**src/rtl/ace_line_port.sv**
```systemverilog
// ACE master port: one cache-line read or write per request, split into XDATA_WIDTH beats,
// with RACK/WACK generation and a snoop responder that answers every AC with a clean CR.
module ace_line_port #(
  parameter int XDATA_WIDTH  = 64,
  parameter int LINE_WIDTH   = 256,
  parameter int AXADDR_WIDTH = 32,
  parameter int XID_WIDTH    = 4,
  parameter int TXN_ID       = 0
) (
  input  logic                    clk,
  input  logic                    rst,
  input  logic                    req_valid,
  output logic                    req_ready,
  input  logic                    req_write,
  input  logic [AXADDR_WIDTH-1:0] req_addr,
  input  logic [LINE_WIDTH-1:0]   req_wdata,
  output logic                    resp_valid,
  input  logic                    resp_ready,
  output logic [LINE_WIDTH-1:0]   resp_rdata,
  output logic                    resp_err,
  output logic                    arvalid,
  input  logic                    arready,
  output logic [AXADDR_WIDTH-1:0] araddr,
  output logic [7:0]              arlen,
  output logic [2:0]              arsize,
  output logic [1:0]              arburst,
  output logic [XID_WIDTH-1:0]    arid,
  output logic [3:0]              arsnoop,
  output logic [1:0]              ardomain,
  output logic [3:0]              arcache,
  input  logic                    rvalid,
  output logic                    rready,
  input  logic [XDATA_WIDTH-1:0]  rdata,
  input  logic [3:0]              rresp,
  input  logic                    rlast,
  input  logic [XID_WIDTH-1:0]    rid,
  output logic                    awvalid,
  input  logic                    awready,
  output logic [AXADDR_WIDTH-1:0] awaddr,
  output logic [7:0]              awlen,
  output logic [2:0]              awsize,
  output logic [1:0]              awburst,
  output logic [XID_WIDTH-1:0]    awid,
  output logic [2:0]              awsnoop,
  output logic [1:0]              awdomain,
  output logic [3:0]              awcache,
  output logic                    wvalid,
  input  logic                    wready,
  output logic [XDATA_WIDTH-1:0]  wdata,
  output logic [XDATA_WIDTH/8-1:0] wstrb,
  output logic                    wlast,
  input  logic                    bvalid,
  output logic                    bready,
  input  logic [1:0]              bresp,
  input  logic [XID_WIDTH-1:0]    bid,
  input  logic                    acvalid,
  output logic                    acready,
  input  logic [AXADDR_WIDTH-1:0] acaddr,
  input  logic [3:0]              acsnoop,
  output logic                    crvalid,
  input  logic                    crready,
  output logic [4:0]              crresp,
  output logic                    rack,
  output logic                    wack,
  output logic [2:0]              fsm_state
);

  localparam int BEATS = LINE_WIDTH / XDATA_WIDTH;
  localparam int OFFS  = $clog2(LINE_WIDTH / 8);
  localparam int SIZE  = $clog2(XDATA_WIDTH / 8);
  localparam int IW    = (BEATS > 1) ? $clog2(BEATS) : 1;
  localparam int CW    = IW + 1;
  localparam logic [CW-1:0] LAST_BEAT = CW'(BEATS - 1);
  localparam logic [CW-1:0] FULL      = CW'(BEATS);
  localparam logic [AXADDR_WIDTH-1:0] LINE_MASK = {{(AXADDR_WIDTH-OFFS){1'b1}}, {OFFS{1'b0}}};

  // Valid/ready: a transfer happens on every rising clk edge where both are high; a source
  // never withdraws valid or changes payload before ready, and no valid depends on ready.

  typedef enum logic [2:0] {
    S_IDLE, S_AR, S_R, S_AW, S_W, S_B, S_ACK, S_RESP
  } state_t;

  state_t state, next_state;
  logic                           alive;
  logic                           write_q;
  logic [AXADDR_WIDTH-1:0]        addr_q;
  logic [CW-1:0]                  cnt;
  logic [BEATS-1:0][XDATA_WIDTH-1:0] line_q;
  logic                           cr_pending;
  logic [IW-1:0]                  slot;
  logic                           unused_sigs;

  assign slot      = cnt[IW-1:0];
  assign fsm_state = state;

  assign araddr   = addr_q;
  assign arlen    = 8'(BEATS - 1);
  assign arsize   = 3'(SIZE);
  assign arburst  = 2'b01;
  assign arid     = XID_WIDTH'(TXN_ID);
  assign arsnoop  = 4'b0001;
  assign ardomain = 2'b01;
  assign arcache  = 4'b0011;
  assign awaddr   = addr_q;
  assign awlen    = 8'(BEATS - 1);
  assign awsize   = 3'(SIZE);
  assign awburst  = 2'b01;
  assign awid     = XID_WIDTH'(TXN_ID);
  assign awsnoop  = 3'b000;
  assign awdomain = 2'b01;
  assign awcache  = 4'b0011;
  assign wstrb    = '1;
  assign wdata    = line_q[slot];
  assign wlast    = (state == S_W) && (cnt == LAST_BEAT);
  assign resp_rdata = line_q;

  // alive keeps every ready low while reset is asserted and for the edge it releases on.
  assign acready = alive && !cr_pending;
  assign crvalid = cr_pending;
  assign crresp  = 5'b0;

  assign unused_sigs = ^{rid, bid, rresp[3:2], rresp[0], bresp[0], acaddr, acsnoop};

  always_ff @(posedge clk or negedge rst) begin
    if (!rst) state <= S_IDLE;
    else      state <= next_state;
  end

  always_comb begin
    next_state = state;
    req_ready  = 1'b0;
    arvalid    = 1'b0;
    rready     = 1'b0;
    awvalid    = 1'b0;
    wvalid     = 1'b0;
    bready     = 1'b0;
    rack       = 1'b0;
    wack       = 1'b0;
    resp_valid = 1'b0;
    unique case (state)
      S_IDLE: begin
        req_ready = alive;
        if (alive && req_valid) next_state = req_write ? S_AW : S_AR;
      end
      S_AR: begin
        arvalid = 1'b1;
        if (arready) next_state = S_R;
      end
      S_R: begin
        rready = 1'b1;
        if (rvalid && rlast) next_state = S_ACK;
      end
      S_AW: begin
        awvalid = 1'b1;
        if (awready) next_state = S_W;
      end
      S_W: begin
        wvalid = 1'b1;
        if (wready && cnt == LAST_BEAT) next_state = S_B;
      end
      S_B: begin
        bready = 1'b1;
        if (bvalid) next_state = S_ACK;
      end
      S_ACK: begin
        rack       = !write_q;
        wack       = write_q;
        next_state = S_RESP;
      end
      S_RESP: begin
        resp_valid = 1'b1;
        if (resp_ready) next_state = S_IDLE;
      end
      default: next_state = S_IDLE;
    endcase
  end

  always_ff @(posedge clk or negedge rst) begin
    if (!rst) begin
      alive    <= 1'b0;
      write_q  <= 1'b0;
      addr_q   <= '0;
      cnt      <= '0;
      line_q   <= '0;
      resp_err <= 1'b0;
    end else begin
      alive <= 1'b1;
      case (state)
        S_IDLE: begin
          if (alive && req_valid) begin
            addr_q   <= req_addr & LINE_MASK;
            write_q  <= req_write;
            resp_err <= 1'b0;
            cnt      <= '0;
            if (req_write) line_q <= req_wdata;
          end
        end
        S_R: begin
          if (rvalid) begin
            // Surplus beats of an over-long burst are dropped; cnt saturates at FULL.
            if (cnt != FULL) begin
              line_q[slot] <= rdata;
              cnt          <= cnt + 1'b1;
            end
            if (rresp[1] || (rlast && cnt != LAST_BEAT) || (!rlast && cnt >= LAST_BEAT))
              resp_err <= 1'b1;
          end
        end
        S_W: begin
          if (wready) cnt <= cnt + 1'b1;
        end
        S_B: begin
          if (bvalid && bresp[1]) resp_err <= 1'b1;
        end
        default: ;
      endcase
    end
  end

  always_ff @(posedge clk or negedge rst) begin
    if (!rst)                    cr_pending <= 1'b0;
    else if (acvalid && acready) cr_pending <= 1'b1;
    else if (crready)            cr_pending <= 1'b0;
  end

endmodule
```
**config.mk**
```make
export PLATFORM = sky130hd
export DESIGN_NAME = ace_line_port
export DESIGN_NICKNAME = d
export VERILOG_FILES = /design/src/rtl/ace_line_port.sv
export SDC_FILE = /design/constraint.sdc
export NUM_CORES = 1
export LEC_CHECK = 0
export CAP_MARGIN = 30
export CORE_AREA = 5 5 338 340
export DETAILED_ROUTE_END_ITERATION = 10
export DIE_AREA = 0 0 343 345
export MAX_ROUTING_LAYER = met4
export SLEW_MARGIN = 20
export SYNTH_ARGS = -nofsm -noshare
export SYNTH_HDL_FRONTEND = slang
export SYNTH_SLANG_ARGS = --single-unit
```
**constraint.sdc**
```tcl
create_clock -name clk -period 2.3 [get_ports clk]
set_input_delay 0.46 -clock clk [delete_from_list [all_inputs] [get_ports clk]]
set_output_delay 0.46 -clock clk [all_outputs]
set_load 0.02 [all_outputs]
```
==> impl_metrics.json <==
{
  "grt_max_degree": 84,
  "syn_area_per_cell_um2": 9.22,
  "fin_setup_tns_ns": -83.14,
  "tightest_slew_ns": 0.671,
  "reg2reg_depth": 16,
  "grt_use_total_pct": 16.4,
  "wire_per_inst_um": 27.3,
  "dr_total_vias": 18200,
  "grt_pass1_vias": 17300,
  "cp.required_ns": 2.75,
  "gp_congestion": 0.907,
  "period_needed_ns": 2.69,
  "die_w_um": 343,
  "timing.final.crit_share_pct": 117,
  "crit_type": "register to register",
  "numPortBuffers": 751,
  "numCtsBuffers": 37,
  "routed_via_density": 4.38,
  "drive_gt1_share_pct": 32.1,
  "cp-end-kind": "register",
  "cts_tree": "done",
  "startpoint": "cnt[0]$_DFFE_PN0P_",
  "cts_htree_levels": 2,
  "grt_pass1_wl_um": 136000,
  "max_stage_delay_ns": 0.45,
  "arrival_ns": 3.13,
  "cp_top_family": "buffers and inverters",
  "fill_cells": 11600,
  "r2r_slack_ns": -0.39,
  "routed_wl_um": 113000,
  "clk_pin_slew_ns": 0.06,
  "netlist_area_um2": 16300,
  "yosysSeqAreaShare_pct": 45.1,
  "leakagePower_nw": 13.4,
  "hold_path_class": "primary input to asynchronous set/reset pin",
  "setup_violations": 321,
  "synth_edf_count": 0,
  "failed_checks": "setup timing",
  "path_buf_inv": 10,
  "yosysWarnings": 0,
  "instances_no_fill": 4152,
  "crit_cells": 16,
  "synth_area_leaders": "dfrtp_1, mux4_2, and3_1",
  "synthFlopType": "dfrtp_1",
  "rows": 123,
  "cts_buffer_depth": 3,
  "max-vdd-ir-drop_uv": 696,
  "root_buffer": "clkbuf_16",
  "initial_core_util_pct": 14.6,
  "dp.cells": 3928,
  "ys_ff_latch": 293,
  "areaGrowthSynthToFinish_pct": 94.1,
  "maxCapViolations": 0,
  "status": "finished, violations left",
  "cp_max_fo": 7,
  "reg2reg_to": "resp_rdata[188]$_DFFE_PN0P_",
  "hpwl_um": 70400,
  "fmax_mhz": 372,
  "ant_nets": 0,
  "powerDensity_nw_per_um2": 1580,
  "crit_end": "resp_rdata[188]$_DFFE_PN0P_",
  "overflow": 0,
  "firstDrtPassIters": 6,
  "yosysTopAreaCell": "dfrtp_1",
  "die-area_um2": 118000,
  "setup_slack_ns": -0.388,
  "rsz0062_at_grt": "true",
  "die_h_um": 345,
  "crit_path_top_delay_cell": "dfrtp_4",
  "synth_cells": 1763,
  "r2r-start": "cnt[0]$_DFFE_PN0P_",
  "clock_skew_ns": 0.0265,
  "io_pins": 881,
  "clock_latency_ns": 0.58,
  "floorplan.core_area_um2": 111000,
  "synthArstFlopShare_pct": 100,
  "nets": 3033,
  "startpoint_type": "register",
  "synth_cell_type_count": 45,
  "slew-limit-headroom_pct": 54.9,
  "drcViolationCount": 0,
  "postLayoutCoreUtil_pct": 28.3,
  "finalHoldViolCount": 0,
  "crit_chain": "buf_12 > buf_12 > buf_16 > buf_8 > inv_6 > ha_4 > a21boi_2 > buf_6 > buf_6 > buf_6 > nand2_2 > a21o_4 > buf_12 > clkbuf_16 > nand2_2 > o21ai_1",
  "yosys.area.top_type_share_pct": 45.1,
  "numClockSinks": 293,
  "dr.first_iter.drc_count": 1177,
  "slew_violations": 0,
  "antenna_found_initial": 17
}
## synthesized netlist by cell type, types with 64 or more instances
library cell  count
clkbuf_1         78
a31oi_1          65
dfrtp_1         293
buf_4           118
nor2_1           67
o21ai_1         131
o21ai_0          67
nand2_1         266
a21oi_1         198
mux4_2           64
nand3_1          66
and3_1          195
## routing by layer
layer,up-vias,share of wire [%],track usage (%)
met5,-,0,-
met1,9100,39,19.3
met3,219,9.0,4.69
met4,0,4.5,5.81
met2,1030,48,26.8
li1,7853,-,-
## where the power goes
part           switching, mW  internal, mW
Combinational           17.5          15.6
Clock                   2.48          3.49
Sequential              3.14          7.55
## worst register-to-register path, cell delays in order (launching register included)
cell and delay [ns]:
dfrtp_4 0.45, buf_12 0.19, buf_12 0.15, buf_16 0.14, buf_8 0.12, inv_6 0.04, ha_4 0.15, a21boi_2 0.16
buf_6 0.14, buf_6 0.11, buf_6 0.09, nand2_2 0.05, a21o_4 0.28, buf_12 0.18, clkbuf_16 0.21, nand2_2 0.08
o21ai_1 0.05
## sequential cells by signal (all words and copies together) (netlist names)
signal and cells:
fsm_state 3, araddr 27, cnt 3, resp_err 1
alive 1, crvalid 1, write_q 1, resp_rdata 256
## repair_timing
action | CTS | global route
hold buffers | 1 | 0
endpoints found under the hold margin | 27 | 0
buffers inserted | 40 | 34
cloned | 28 | 50
resized for setup | 470 | 542
endpoints found under the setup margin | 149 | 336
pin swaps | 76 | 163
## cell type report
cell class	count	area [um^2]	share of cell area [%]
antenna	20	50.0	0.159
clock buffer	56	1100	3.48
clock inverter	6	83.8	0.266
inverter	12	55.1	0.175
multi-input combinational	1275	9560	30.3
sequential	293	7340	23.3
tap	1500	1880	5.95
timing repair buffer	990	11500	36.4
## logic make-up (layout without fill, tap and decap cells)
logic type | count (synthesis) | in the layout | synth area share, %
other cells | 2 | 97 | 0.0462
fa+ha+maj | 9 | 9 | 0.693
simple gates | 611 | 611 | 17.9
flops | 293 | 293 | 45.1
compound gates | 479 | 484 | 15.7
buf+inv | 275 | 1064 | 9.67
mux | 94 | 94 | 10.9
## worst min-delay path by stage
stage | from | endpoint | slack [ns]
floorplan | rst | alive$_DFF_PN0_ | 0.16
global placement | rst | resp_rdata[230]$_DFFE_PN0P_ | 0.36
detailed placement | rst | resp_rdata[230]$_DFFE_PN0P_ | 0.36
CTS | rst | resp_rdata[230]$_DFFE_PN0P_ | 0.37
global route | rst | resp_rdata[230]$_DFFE_PN0P_ | 0.38
finish | rst | resp_rdata[230]$_DFFE_PN0P_ | 0.39
## placed cells by master (no fill, tap or decap), types with 8 or more instances in the layout
cell	synthesis	routed
a21o_4	0	8
mux4_2	64	64
dfrtp_1	293	288
clkdlybuf4s50_1	0	664
a31oi_1	65	63
clkbuf_16	0	66
nor2_2	0	30
buf_12	0	63
ha_4	0	8
buf_4	118	83
nor2_4	0	32
mux2_1	11	11
conb_1	2	77
o21ai_1	131	59
diode_2	0	20
nand2_1	266	110
a21oi_1	198	197
dlygate4sd2_1	0	9
nand2_2	1	75
nand2_4	0	81
buf_8	0	19
clkbuf_1	78	9
buf_16	0	31
and3_1	195	193
o21ai_2	1	138
buf_6	2	83
clkbuf_8	0	10
nand3_1	66	66
mux2_2	17	17
## through the flow
| stage | setup slack (ns) | instance area [um^2] | total power [mW] | hold WS [ns] |
|---|---|---|---|---|
| after floorplan | 0.0479 | 16500 | 21.7 | 0.164 |
| after global placement | -0.208 | 25700 | 34.9 | 0.364 |
| after detailed placement | -0.240 | 25700 | 35.1 | 0.360 |
| after CTS | -0.468 | 28600 | 44.6 | 0.373 |
| after global routing | -0.479 | 31500 | 51.9 | 0.380 |
| final | -0.388 | 31500 | 49.7 | 0.387 |
Note: power is estimated with default switching activity, not from simulation.
